**src/rtl/hall_emulator.sv**
```systemverilog
// Emulated BLDC hall sensor source: six-sector 120-degree pattern whose step
// interval ramps linearly from START_PERIOD toward a programmable target.
module hall_emulator #(
  parameter int PERIOD_W     = 16,
  parameter int START_PERIOD = 2700,
  parameter int RAMP_DEC     = 100,
  parameter int MIN_PERIOD   = 4
) (
  input  logic                clk,
  input  logic                rst_n,
  input  logic                enable,
  input  logic                dir,
  input  logic [PERIOD_W-1:0] target_period,
  input  logic                fault_inject,
  output logic [2:0]          HS,
  output logic [2:0]          sector,
  output logic                step_pulse,
  output logic                running,
  output logic [15:0]         rev_count
);

  typedef enum logic [1:0] {IDLE, RAMP, RUN} state_t;

  localparam logic [PERIOD_W-1:0] START_P = PERIOD_W'(START_PERIOD);
  localparam logic [PERIOD_W-1:0] MIN_P   = PERIOD_W'(MIN_PERIOD);
  localparam logic [PERIOD_W-1:0] DEC     = PERIOD_W'(RAMP_DEC);
  localparam logic [PERIOD_W:0]   DEC_X   = (PERIOD_W+1)'(RAMP_DEC);
  localparam logic [PERIOD_W-1:0] ONE     = PERIOD_W'(1);

  state_t              state;
  logic [PERIOD_W-1:0] cur_period;
  logic [PERIOD_W-1:0] timer;

  logic [PERIOD_W-1:0] target_eff;
  logic [PERIOD_W:0]   cur_x, tgt_x;
  logic [PERIOD_W-1:0] period_upd;
  logic                step;
  logic [2:0]          sec_step, sec_nxt;

  function automatic logic [2:0] code(input logic [2:0] s);
    case (s)
      3'd0:    code = 3'b001;
      3'd1:    code = 3'b011;
      3'd2:    code = 3'b010;
      3'd3:    code = 3'b110;
      3'd4:    code = 3'b100;
      default: code = 3'b101;
    endcase
  endfunction

  always_comb begin
    target_eff = (target_period < MIN_P) ? MIN_P : target_period;
    cur_x      = {1'b0, cur_period};
    tgt_x      = {1'b0, target_eff};
    // Comparisons are widened one bit so the +/- step never wraps; the chosen
    // result always lies between cur_period and target_eff.
    period_upd = target_eff;
    if (cur_x > tgt_x + DEC_X)
      period_upd = cur_period - DEC;
    else if (cur_x + DEC_X < tgt_x)
      period_upd = cur_period + DEC;

    step = enable && (state != IDLE) && (timer == cur_period - ONE);

    if (dir) sec_step = (sector == 3'd5) ? 3'd0 : sector + 3'd1;
    else     sec_step = (sector == 3'd0) ? 3'd5 : sector - 3'd1;
    sec_nxt = step ? sec_step : sector;
  end

  always_ff @(posedge clk or negedge rst_n) begin
    if (!rst_n) begin
      state      <= IDLE;
      sector     <= 3'd0;
      HS         <= 3'b001;
      step_pulse <= 1'b0;
      running    <= 1'b0;
      rev_count  <= 16'd0;
      cur_period <= START_P;
      timer      <= '0;
    end else begin
      step_pulse <= 1'b0;
      // HS follows the sector that is current after this edge unless forced.
      HS         <= fault_inject ? 3'b111 : code(sec_nxt);
      if (!enable) begin
        state   <= IDLE;
        running <= 1'b0;
        timer   <= '0;
      end else begin
        case (state)
          IDLE: begin
            state      <= RAMP;
            running    <= 1'b1;
            cur_period <= START_P;
            timer      <= '0;
          end
          RAMP, RUN: begin
            if (step) begin
              timer      <= '0;
              step_pulse <= 1'b1;
              sector     <= sec_step;
              cur_period <= period_upd;
              state      <= (period_upd == target_eff) ? RUN : RAMP;
              if (dir && sector == 3'd5)       rev_count <= rev_count + 16'd1;
              else if (!dir && sector == 3'd0) rev_count <= rev_count - 16'd1;
            end else begin
              timer <= timer + ONE;
            end
          end
          default: begin
            state   <= IDLE;
            running <= 1'b0;
          end
        endcase
      end
    end
  end

endmodule

```
**config.mk**
```make
export PLATFORM = sky130hd
export DESIGN_NAME = hall_emulator
export DESIGN_NICKNAME = d
export VERILOG_FILES = /design/src/rtl/hall_emulator.sv
export SDC_FILE = /design/constraint.sdc
export NUM_CORES = 1
export LEC_CHECK = 0
export ABC_AREA = 1
export ABC_CLOCK_PERIOD_IN_PS = 3120
export CAP_MARGIN = 20
export CORE_MARGIN = 2
export CORE_UTILIZATION = 40
export CTS_BUF_LIST = sky130_fd_sc_hd__clkbuf_4
export DETAILED_ROUTE_END_ITERATION = 6
export SLEW_MARGIN = 20
export SYNTH_ARGS = -nofsm -noshare
export SYNTH_HDL_FRONTEND = slang
export SYNTH_SLANG_ARGS = --single-unit
```
**constraint.sdc**
```tcl
create_clock -name clk -period 3.12 [get_ports clk]
set_clock_uncertainty 0.1 [all_clocks]
set_input_delay 0.312 -clock clk [delete_from_list [all_inputs] [get_ports clk]]
set_output_delay 0.312 -clock clk [all_outputs]
set_load 0.02 [all_outputs]
```
==> results.ini, run 1 <==
[die]
num_rows=46
io_pins=45
die_area_um2=17100
die_width_um=131
start_util_pct=40.6
core_um2=15800
die-height_um=131

[setup_path]
worstPathRequired_ns=3.35
criticalPathCategory=input port to flip-flop
cp-end-kind=flip-flop
crit_path_max_incr_delay_ns=0.33
setup.worst_path.start_class=input port
crit_slowest_cell=ha_1
arrival_ns=3.94
path_common_cell=nand2_1
path_max_fanout=7

[synth]
synth_area_um2=6430
yosysWarnings=0
synthTopCellsByArea=dfrtp_1 (20%), nand2_1 (15%), ha_1 (10%)
ys_seq_elements=58
synth.distinct_cells=53
seq_area_frac_synth_pct=22.7
synth_top_area_cell=dfrtp_1
netlist.area_leader.share_pct=20.2
syn_avg_cell_area_um2=6.89
syn_nets=1009
synthCells=934
synthArstFlopShare_pct=100
synth_edf_count=0
ys.flop_type=dfrtp_1

[power]
p_per_area_nw_per_um2=221
power_switching_uw=745
combPwrFrac_pct=33.0
peakVddDrop_mv=0.155
cell_internal_pwr_mw=1.39
p_clk_share_pct=30.0
seqPwrFrac_pct=36.9
p_leak_nw=4.76
power_mw=2.14
p_sw_share_pct=34.9

[placed_design]
dpl.hpwl_um=14500
portBuffers=44
gp_congestion=0.869

[routing]
via_per_inst=4.95
drt-pass1-iter-count=5
antenna_left=0
wire_per_inst_um=14.4
routed_wl_um=20000
drt_iter0_drc=378
route.detailed.drc=0
dr_total_vias=6871

[clock_tree]
clkSinkCount=58
cts_tree=done
clockRootBuffer=clkbuf_4
path_clk_slew_ns=0.12
clk_latency_ns=0.43
clockBufferDepth=2
cts_buffers=9
cts_htree_levels=3

[sta]
holdWs_ns=0.339
clock.fmax_ghz=0.270
fin_crit_sh_pct=119
layout_min_cycle_time_ns=3.71
layout_setup_ws_ns=-0.590
tightest_slew_ns=0.676
drv_slew=0
setup_viol=31
max_slew_margin_pct=54.8
hold_viol=0
rsz0062_at_grt=true
tns_ns=-4.00

[grt]
grt_overflow=0
grt_start_max_net_pins=28
grt_pass1_wl_um=31200
antenna_found_initial=1
grt_pass1_vias=6555
grt_usage_pct=23.3

[worst_hold_path]
worstHoldPathType=input port to async pin

[status]
status=complete, but fails checks
violations=negative setup slack

[layout]
drive_gt1_share_pct=37.9
fin_nets=1240
area_growth_pct=50.6

[run]
drv_cap=0

## cells in the final DEF, fill, tap and decap left out, types with 6 or more instances in the layout
cell type,instances
ha_1,45
o21ai_2,13
nand3_4,10
nand3_2,29
clkdlybuf4s50_1,29
o21ai_0,13
inv_1,99
dfrtp_1,52
nand4_1,18
a21oi_2,9
ha_4,6
nand2_8,6
xnor2_1,15
nor2_1,60
nor3_1,8
nand2_4,20
buf_6,36
clkbuf_4,9
nand3_1,58
nor2_2,13
xor2_1,49
buf_4,153
buf_12,6
nand3b_1,7
nand2_2,40
nand2_1,198
nor2_4,18
inv_2,15
o21ai_1,13
dfstp_2,6
a21oi_1,35
## cell type report
cell class / instances / area [um^2]
fillers: 1390 / 6140
multi-input cells: 738 / 5240
repair buffers: 237 / 2080
flip-flops and latches: 58 / 1460
inverters: 121 / 482
well taps: 216 / 270
clock inverters: 7 / 93.8
clock buffers: 9 / 67.6
diodes: 1 / 2.50
## cell families after synthesis
| family | after synthesis | share of synthesized area (%) |
|---|---|---|
| adder cells (fa/ha/maj) | 54 | 10.6 |
| XOR/XNOR | 73 | 10.1 |
| buffers and inverters | 142 | 9.75 |
| flip-flops | 58 | 22.7 |
| AND/OR/NAND/NOR | 501 | 37.0 |
| AO/OA/AOI/OAI | 106 | 9.90 |
## power by group through the flow
stage	combinational, mW	clock [mW]	sequential, mW
after detailed placement	0.607	0	0.803
final	0.706	0.641	0.789
after floorplan	0.349	0	0.812
after CTS	0.654	0.663	0.789
after global placement	0.603	0	0.801
after global routing	0.774	0.693	0.792
## sequential cells by signal, indices dropped and copies added, names as in the netlist
name / cells
sector: 3
state: 2
step_pulse: 1
rev_count: 16
running: 1
HS: 3
cur_period: 16
timer: 16
## layer usage
metal / up-vias / GRT usage, % / routed length (um)
met2: 146 / 40.4 / 9840
met4: 0 / 8.14 / 605
li1: 3496 / - / -
met3: 45 / 2.61 / 710
met1: 3184 / 30.0 / 8890
met5: - / 0 / 0
## worst max-delay path, delay by kind of cell
family / cells / cell delay, ns
XOR/XNOR: 1 / 0.16
AND/OR/NAND/NOR: 28 / 2.51
AO/OA/AOI/OAI: 1 / 0.06
buffers and inverters: 4 / 0.38
adder cells (fa/ha/maj): 2 / 0.52
## timing repair
action / 4_1_cts / 5_1_grt
buffers inserted: 24 / 18
endpoints found under the setup margin: 53 / 57
pin swaps: 55 / 85
hold endpoints to repair: 23 / 0
hold buffers: 1 / 0
gates resized for setup: 123 / 164
cloned: 5 / 0
## stage by stage
step / area (um^2) / setup slack [ns] / cells / utilization [%]
2_1_floorplan: 6510 / -0.464 / 934 / -
3_3_place_gp: 8240 / -1.35 / 1330 / 52.0
3_5_place_dp: 8240 / -1.41 / 1330 / 52.0
4_1_cts: 8950 / -0.569 / 1376 / 56.5
5_1_grt: 9690 / -0.907 / 1387 / 61.2
6_report: 9690 / -0.590 / 1387 / 61.2
## final timing paths
kind / from / cells past startpoint / slack [ns] / to
max in group asynchronous: rst_n / 3 / 1.77 / cur_period[11]$_DFFE_PN1P_
worst min register to register: rev_count[7]$_DFFE_PN0P_ / 2 / 0.43 / rev_count[7]$_DFFE_PN0P_
min in group clk: fault_inject / 3 / 0.37 / HS[0]$_DFF_PN1_
worst max-delay path: target_period[10] / 36 / -0.59 / state[0]$_DFFE_PN0P_
worst max register to register: cur_period[2]$_DFFE_PN1P_ / 28 / -0.55 / state[0]$_DFFE_PN0P_
worst min-delay path: rst_n / 2 / 0.34 / cur_period[0]$_DFFE_PN0P_
## Yosys cell counts (3+ instances only)
| cell type | number |
|---|---|
| a31oi_1 | 4 |
| inv_2 | 9 |
| a21o_1 | 3 |
| inv_1 | 109 |
| nand2_1 | 252 |
| nand4_1 | 18 |
| o22ai_1 | 4 |
| buf_6 | 9 |
| a21oi_1 | 45 |
| or2_2 | 6 |
| nor3_1 | 10 |
| ha_1 | 53 |
| dfrtp_1 | 52 |
| buf_2 | 6 |
| dfstp_2 | 6 |
| o211ai_1 | 3 |
| nor2_2 | 9 |
| nand3_4 | 3 |
| o21ai_0 | 17 |
| clkbuf_1 | 3 |
| nor2_4 | 6 |
| o21ai_2 | 9 |
| nand2_2 | 7 |
| xor2_1 | 57 |
| nand3_2 | 10 |
| nor2_1 | 76 |
| xnor2_1 | 15 |
| o21ai_1 | 14 |
| nand3b_1 | 7 |
| nand3_1 | 83 |
Power figures use the tool's default switching activity.
==> inputs of run 2 (changes only) <==
Settings changed: PLACE_DENSITY from default to 0.58.
==> run 2 against run 1 <==
- the flow still finishes with violations (negative setup slack)
- die area is the same
- clock-buffer cell count rose by 1
- non-clock buffer count rose by 23
- routed wire length up 2.2%
- via count grew 1.8%
- global-route usage about the same
- final area grew 1.6%
- power up 2.6%
- fmax fell by 1.1%
- cell count grew 1.7%
==> results.ini, run 2 (synthesized netlist as in run 1, its figures left out) <==
[status]
status=complete, but fails checks  ; unchanged
violations=negative setup slack  ; unchanged

[routing]
dr_total_vias=6994  ; was 6871
antenna_left=0  ; unchanged
wire_per_inst_um=14.5  ; was 14.4 um
drt-pass1-iter-count=5  ; unchanged
via_per_inst=4.96  ; was 4.95
drt_iter0_drc=351  ; was 378
routed_wl_um=20500  ; was 20000 um
route.detailed.drc=0  ; unchanged

[sta]
drv_slew=0  ; unchanged
fin_crit_sh_pct=120  ; was 119%
layout_setup_ws_ns=-0.632  ; was -0.590 ns
layout_min_cycle_time_ns=3.75  ; was 3.71 ns
setup_viol=57  ; was 31
max_slew_margin_pct=54.2  ; was 54.8%
clock.fmax_ghz=0.267  ; was 0.270 GHz
holdWs_ns=0.309  ; was 0.339 ns
hold_viol=0  ; unchanged
rsz0062_at_grt=true  ; unchanged
tightest_slew_ns=0.685  ; was 0.676 ns

[layout]
drive_gt1_share_pct=38.4  ; was 37.9%
area_growth_pct=53.0  ; was 50.6%
regArea_um2=1460  ; unchanged
design_area_um2=9840  ; was 9690 um^2
final_cell_mix=nand2_1 (200), buf_4 (170), inv_1 (98)  ; was nand2_1 (198), buf_4 (153), inv_1 (99)
reg_top3=cur_period (16), rev_count (16), timer (16)  ; unchanged
fin_nets=1264  ; was 1240
multi_input_area_um2=5160  ; was 5240 um^2
nFillCells=1409  ; was 1390
final_common_cell=nand2_1  ; unchanged
fin_cells=1410  ; was 1387
n_antenna_cell=0  ; was 1

[die]
die_width_um=131  ; unchanged
die_area_um2=17100  ; unchanged
start_util_pct=40.6  ; unchanged
num_rows=46  ; unchanged
io_pins=45  ; unchanged
die-height_um=131  ; unchanged
core_um2=15800  ; unchanged

[grt]
grt_pass1_wl_um=31400  ; was 31200 um
grt_start_max_net_pins=31  ; was 28
grt_usage_pct=23.3  ; about the same
grt_overflow=0  ; unchanged
antenna_found_initial=0  ; was 1
grt_pass1_vias=6507  ; was 6555

[worst_hold_path]
worstHoldPathType=input port to async pin  ; unchanged

[setup_path]
criticalPathCategory=flip-flop to flip-flop  ; was input port to flip-flop
arrival_ns=3.96  ; was 3.94 ns
crit_family=simple AND/OR/NAND/NOR gates  ; unchanged
crit_path_max_incr_delay_ns=0.58  ; was 0.33 ns
path_common_cell=nand2_1  ; unchanged
cp.buffers_inverters=4  ; unchanged
crit_slowest_cell=dfstp_2  ; was ha_1
cp-end-kind=flip-flop  ; unchanged
setup.worst_path.start_class=flip-flop  ; was input port
path_max_fanout=9  ; was 7
worstPathRequired_ns=3.33  ; was 3.35 ns

[placed_design]
dpl.hpwl_um=14700  ; was 14500 um
placed_cells=1333  ; was 1330
gp_congestion=0.846  ; was 0.869
portBuffers=44  ; unchanged
placed_cell_area_um2=8280  ; was 8240 um^2

[clock_tree]
clk_latency_ns=0.42  ; was 0.43 ns
clockRootBuffer=clkbuf_4  ; unchanged
cts_tree=done  ; unchanged
clockBufferDepth=2  ; unchanged
path_clk_slew_ns=0.12  ; about the same
clkSinkCount=58  ; unchanged
cts_htree_levels=3  ; unchanged
cts_buffers=9  ; unchanged

[power]
p_leak_nw=4.83  ; was 4.76 nW
p_per_area_nw_per_um2=223  ; was 221 nW/um^2
peakVddDrop_mv=0.129  ; was 0.155 mV
power_mw=2.19  ; was 2.14 mW

[run]
drv_cap=0  ; unchanged

## run 2: cell count changes in the layout (fill, tap and decap cells not counted), moves of 4 or more
cell	previous run	this run
a21oi_1	35	29
buf_4	153	170
a21oi_2	9	14
xor2_2	5	9
nand3_2	29	21
clkdlybuf4s15_1	1	5
nand3_1	58	68
## run 2: final timing paths
path | from | endpoint | slack, ns | depth (start not counted)
max | cur_period[2]$_DFFE_PN1P_ | state[0]$_DFFE_PN0P_ | -0.63 | 26
min | rst_n | rev_count[7]$_DFFE_PN0P_ | 0.31 | 2
max reg2reg | cur_period[2]$_DFFE_PN1P_ | state[0]$_DFFE_PN0P_ | -0.63 | 26
min reg2reg | rev_count[10]$_DFFE_PN0P_ | rev_count[10]$_DFFE_PN0P_ | 0.44 | 2
max in group asynchronous | rst_n | cur_period[11]$_DFFE_PN1P_ | 1.82 | 3
min in group clk | fault_inject | HS[2]$_DFF_PN0_ | 0.41 | 3
## run 2: final cells by class
type | instances | share of cell area, %
repair inverters | 1 | 0.0763
repair buffers | 260 | 23.5
multi-input cells | 738 | 52.4
inverters | 121 | 4.89
clock inverters | 6 | 0.839
well taps | 216 | 2.75
flip-flops and latches | 58 | 14.8
clock buffers | 10 | 0.763
## run 2: worst register-to-register path, cell delays in order (launching register included)
cell and delay [ns]:
dfstp_2 0.58, ha_4 0.16, nand2_4 0.06, nand3_4 0.08, nand2_4 0.06, nor2_4 0.12
nand2_4 0.08, nor2_4 0.09, xor2_2 0.23, inv_2 0.08, ha_4 0.28, nand2_2 0.05
inv_2 0.06, nand4_1 0.22, nor2_4 0.25, inv_2 0.07, nand3_4 0.12, buf_12 0.14
nand2_4 0.09, nand3_1 0.10, nand2_1 0.09, a21oi_2 0.12, nand2_1 0.08, nor2_2 0.17
nand2_1 0.08, nand2_1 0.06, nand2_1 0.04
## run 2: power by group
| group | switching [mW] | internal [mW] |
|---|---|---|
| registers | 0.0166 | 0.772 |
| clock network | 0.306 | 0.330 |
| logic | 0.427 | 0.340 |
## run 2: through the flow
step	TNS [ns]	utilization (%)	setup slack, ns
final	-18.67	62.2	-0.632
after floorplan	-2.07	-	-0.464
after CTS	-6.75	56.3	-0.644
after global routing	-29.83	62.2	-0.878
after detailed placement	-19.69	52.3	-1.51
after global placement	-18.20	52.3	-1.41
## run 2: per-layer routing
metal  global-route usage, %  routed length, um  vias up
met5                       0                  0        -
met4                    7.76                565        0
met3                    2.97                720       36
met2                    40.7              10100      160
met1                    29.8               9060     3247
li1                        -                  -     3551
## run 2: timing repair
| item | CTS | global route |
|---|---|---|
| cloned | 3 | 4 |
| setup endpoints to repair | 40 | 57 |
| buffers inserted | 28 | 31 |
| hold endpoints to repair | 18 | 0 |
| pin swaps | 50 | 79 |
| gates resized for setup | 99 | 178 |
| hold buffers | 1 | 0 |
==> inputs of run 3 (changes only) <==
Settings changed: CORE_UTILIZATION 40 to 56, PLACE_DENSITY 0.58 to 0.77, SETUP_SLACK_MARGIN from default to 0.2.
==> run 3 against run 2 <==
- the flow still finishes with violations (negative setup slack)
- sequential share of layout area rose by 0.60 points
- final area down 3.7%
- die area decreased by 28%
- core utilization increased by 22 points
- fmax shrank 7.9%
- setup slack lost 0.32 ns
- flip-flop and latch count unchanged
- clock power is 13% lower
- first-iteration DRC count grew to 2.6 times the previous value
- routed wire length grew 19%
- non-clock buffer count fell by 29
- clock-buffer cell count stayed put
- critical path type is now input port to flip-flop
==> results.ini, run 3 (synthesized netlist as in run 1, its figures left out) <==
[status]
status=complete, but fails checks  ; unchanged
violations=negative setup slack  ; unchanged

[clock_tree]
clockRootBuffer=clkbuf_4  ; unchanged
clockBufferDepth=2  ; unchanged
clkSinkCount=58  ; unchanged
cts_htree_levels=3  ; unchanged
cts_tree=done  ; unchanged
path_clk_slew_ns=0.12  ; about the same
clk_latency_ns=0.45  ; was 0.42 ns
cts_buffers=9  ; unchanged

[setup_path]
r2r_slack_ns=-0.91  ; was -0.63 ns
path_max_fanout=7  ; was 9
r2r_end=state[0]$_DFFE_PN0P_  ; unchanged
crit_slowest_cell=ha_1  ; was dfstp_2
path_common_cell=nand2_1  ; unchanged
criticalPathCategory=input port to flip-flop  ; was flip-flop to flip-flop
worstPathRequired_ns=3.38  ; was 3.33 ns
arrival_ns=4.33  ; was 3.96 ns
setup.worst_path.start_class=input port  ; was flip-flop
rr_startpoint=cur_period[3]$_DFFE_PN1P_  ; was cur_period[2]$_DFFE_PN1P_
crit_path_max_incr_delay_ns=0.34  ; was 0.58 ns
cp-end-kind=flip-flop  ; unchanged
ff2ff_path_depth=27  ; was 26

[placed_design]
portBuffers=44  ; unchanged
dpl.hpwl_um=14200  ; was 14700 um
gp_congestion=0.927  ; was 0.846
pre_cts_slack_ns=-1.45  ; was -1.51 ns
placed_cell_area_um2=8160  ; was 8280 um^2

[layout]
reg_top3=cur_period (16), rev_count (16), timer (16)  ; unchanged
final_cell_mix=nand2_1 (205), buf_4 (165), inv_1 (97)  ; was nand2_1 (200), buf_4 (170), inv_1 (98)
area_growth_pct=47.4  ; was 53.0%
design_area_um2=9480  ; was 9840 um^2
n_antenna_cell=0  ; unchanged
utilization_pct=83.8  ; was 62.2%
nFillCells=612  ; was 1409
fin_nets=1236  ; was 1264
final_common_cell=nand2_1  ; unchanged
drive_gt1_share_pct=37.1  ; was 38.4%

[die]
die_width_um=111  ; was 131 um
start_util_pct=56.8  ; was 40.6%
io_pins=45  ; unchanged
die-height_um=111  ; was 131 um
die_area_um2=12400  ; was 17100 um^2
core_um2=11300  ; was 15800 um^2
num_rows=39  ; was 46

[grt]
grt_usage_pct=32.2  ; was 23.3%
grt_overflow=0  ; unchanged
antenna_found_initial=0  ; unchanged
grt_start_max_net_pins=23  ; was 31
grt_pass1_vias=7013  ; was 6507
grt_pass1_wl_um=32600  ; was 31400 um

[routing]
route.detailed.drc=0  ; unchanged
antenna_left=0  ; unchanged
via_per_inst=5.95  ; was 4.96
drt_iter0_drc=922  ; was 351
routed_wl_um=24300  ; was 20500 um
wire_per_inst_um=18.6  ; was 14.5 um
dr_total_vias=7793  ; was 6994
drt-pass1-iter-count=6  ; was 5

[run]
drv_cap=0  ; unchanged

[power]
p_leak_nw=4.71  ; was 4.83 nW
peakVddDrop_mv=0.235  ; was 0.129 mV
power_mw=2.11  ; was 2.19 mW
p_per_area_nw_per_um2=222  ; was 223 nW/um^2

[sta]
layout_setup_ws_ns=-0.953  ; was -0.632 ns
fin_crit_sh_pct=131  ; was 120%
tightest_slew_ns=0.678  ; was 0.685 ns
hold_viol=0  ; unchanged
rsz0062_at_grt=true  ; unchanged
setup_viol=18  ; was 57
clock.fmax_ghz=0.246  ; was 0.267 GHz
layout_min_cycle_time_ns=4.07  ; was 3.75 ns
max_slew_margin_pct=54.7  ; was 54.2%
drv_slew=0  ; unchanged

[worst_hold_path]
worstHoldPathType=input port to async pin  ; unchanged

## run 3: cell types whose count changed in the layout (fill, tap and decap cells not counted), sizes merged
cell           change
buf               -23
clkinvlp           -2
clkdlybuf4s15      -5
nand3              +1
nor2               -1
bufinv             -1
nand2              +1
dlygate4sd2        -1
inv                +1
clkinv             +2
## run 3: worst max-delay path by stage
stage	slack, ns	startpoint	depth (start not counted)	endpoint
floorplan	-0.46	target_period[9]	35	state[0]$_DFFE_PN0P_
global placement	-1.32	target_period[11]	36	state[0]$_DFFE_PN0P_
detailed placement	-1.45	target_period[11]	36	state[0]$_DFFE_PN0P_
CTS	-0.54	cur_period[3]$_DFFE_PN1P_	28	state[0]$_DFFE_PN0P_
global route	-1.11	target_period[11]	36	state[0]$_DFFE_PN0P_
finish	-0.95	target_period[11]	35	state[0]$_DFFE_PN0P_
## run 3: final cells by class
class,count,area [um^2],area share (%)
Tap cell,143,179,1.89
Sequential cell,58,1460,15.4
Inverter,121,487,5.13
Timing Repair inverter,1,11.3,0.119
Multi-Input combinational cell,739,5260,55.4
Clock inverter,6,57.6,0.607
Clock buffer,10,75.1,0.792
Timing Repair Buffer,231,1960,20.6
## run 3: through the flow
| step | hold WS [ns] | setup TNS (ns) | instances |
|---|---|---|---|
| 2_1_floorplan | -0.0836 | -2.07 | 934 |
| 6_report | 0.256 | -9.06 | 1309 |
| 3_3_place_gp | 0.203 | -17.38 | 1250 |
| 3_5_place_dp | 0.193 | -20.40 | 1250 |
| 5_1_grt | 0.293 | -11.72 | 1309 |
| 4_1_cts | 0.251 | -4.90 | 1293 |
## run 3: worst max-delay path, delay by kind of cell
kind | cells | cell delay [ns]
AOI/OAI and AO/OA | 1 | 0.07
xor gates and xnor gates | 1 | 0.15
adders and majority gates | 2 | 0.53
buffers and inverters | 4 | 0.36
and+or+nand+nor | 27 | 2.90
## run 3: metal layers
metal | vias to the layer above | GRT usage, % | share of wire (%)
li1 | 3504 | - | -
met5 | - | 0 | 0
met3 | 169 | 5.47 | 8.2
met2 | 491 | 54.8 | 48
met1 | 3629 | 39.6 | 37
met4 | 0 | 15.7 | 6.6
## run 3: what timing repair did
item / CTS / global route
buffers inserted: 21 / 14
pin swaps: 51 / 66
hold endpoints to repair: 14 / 0
gates cloned: 5 / 2
resized for setup: 127 / 134
hold buffers: 1 / 0
setup endpoints to repair: 56 / 57
## run 3: power by group
group          switching (mW)  internal (mW)  total [mW]  leakage (nW)
clock                   0.309          0.248       0.556        0.0776
combinational           0.451          0.312       0.764          3.87
sequential             0.0169          0.773       0.789         0.767
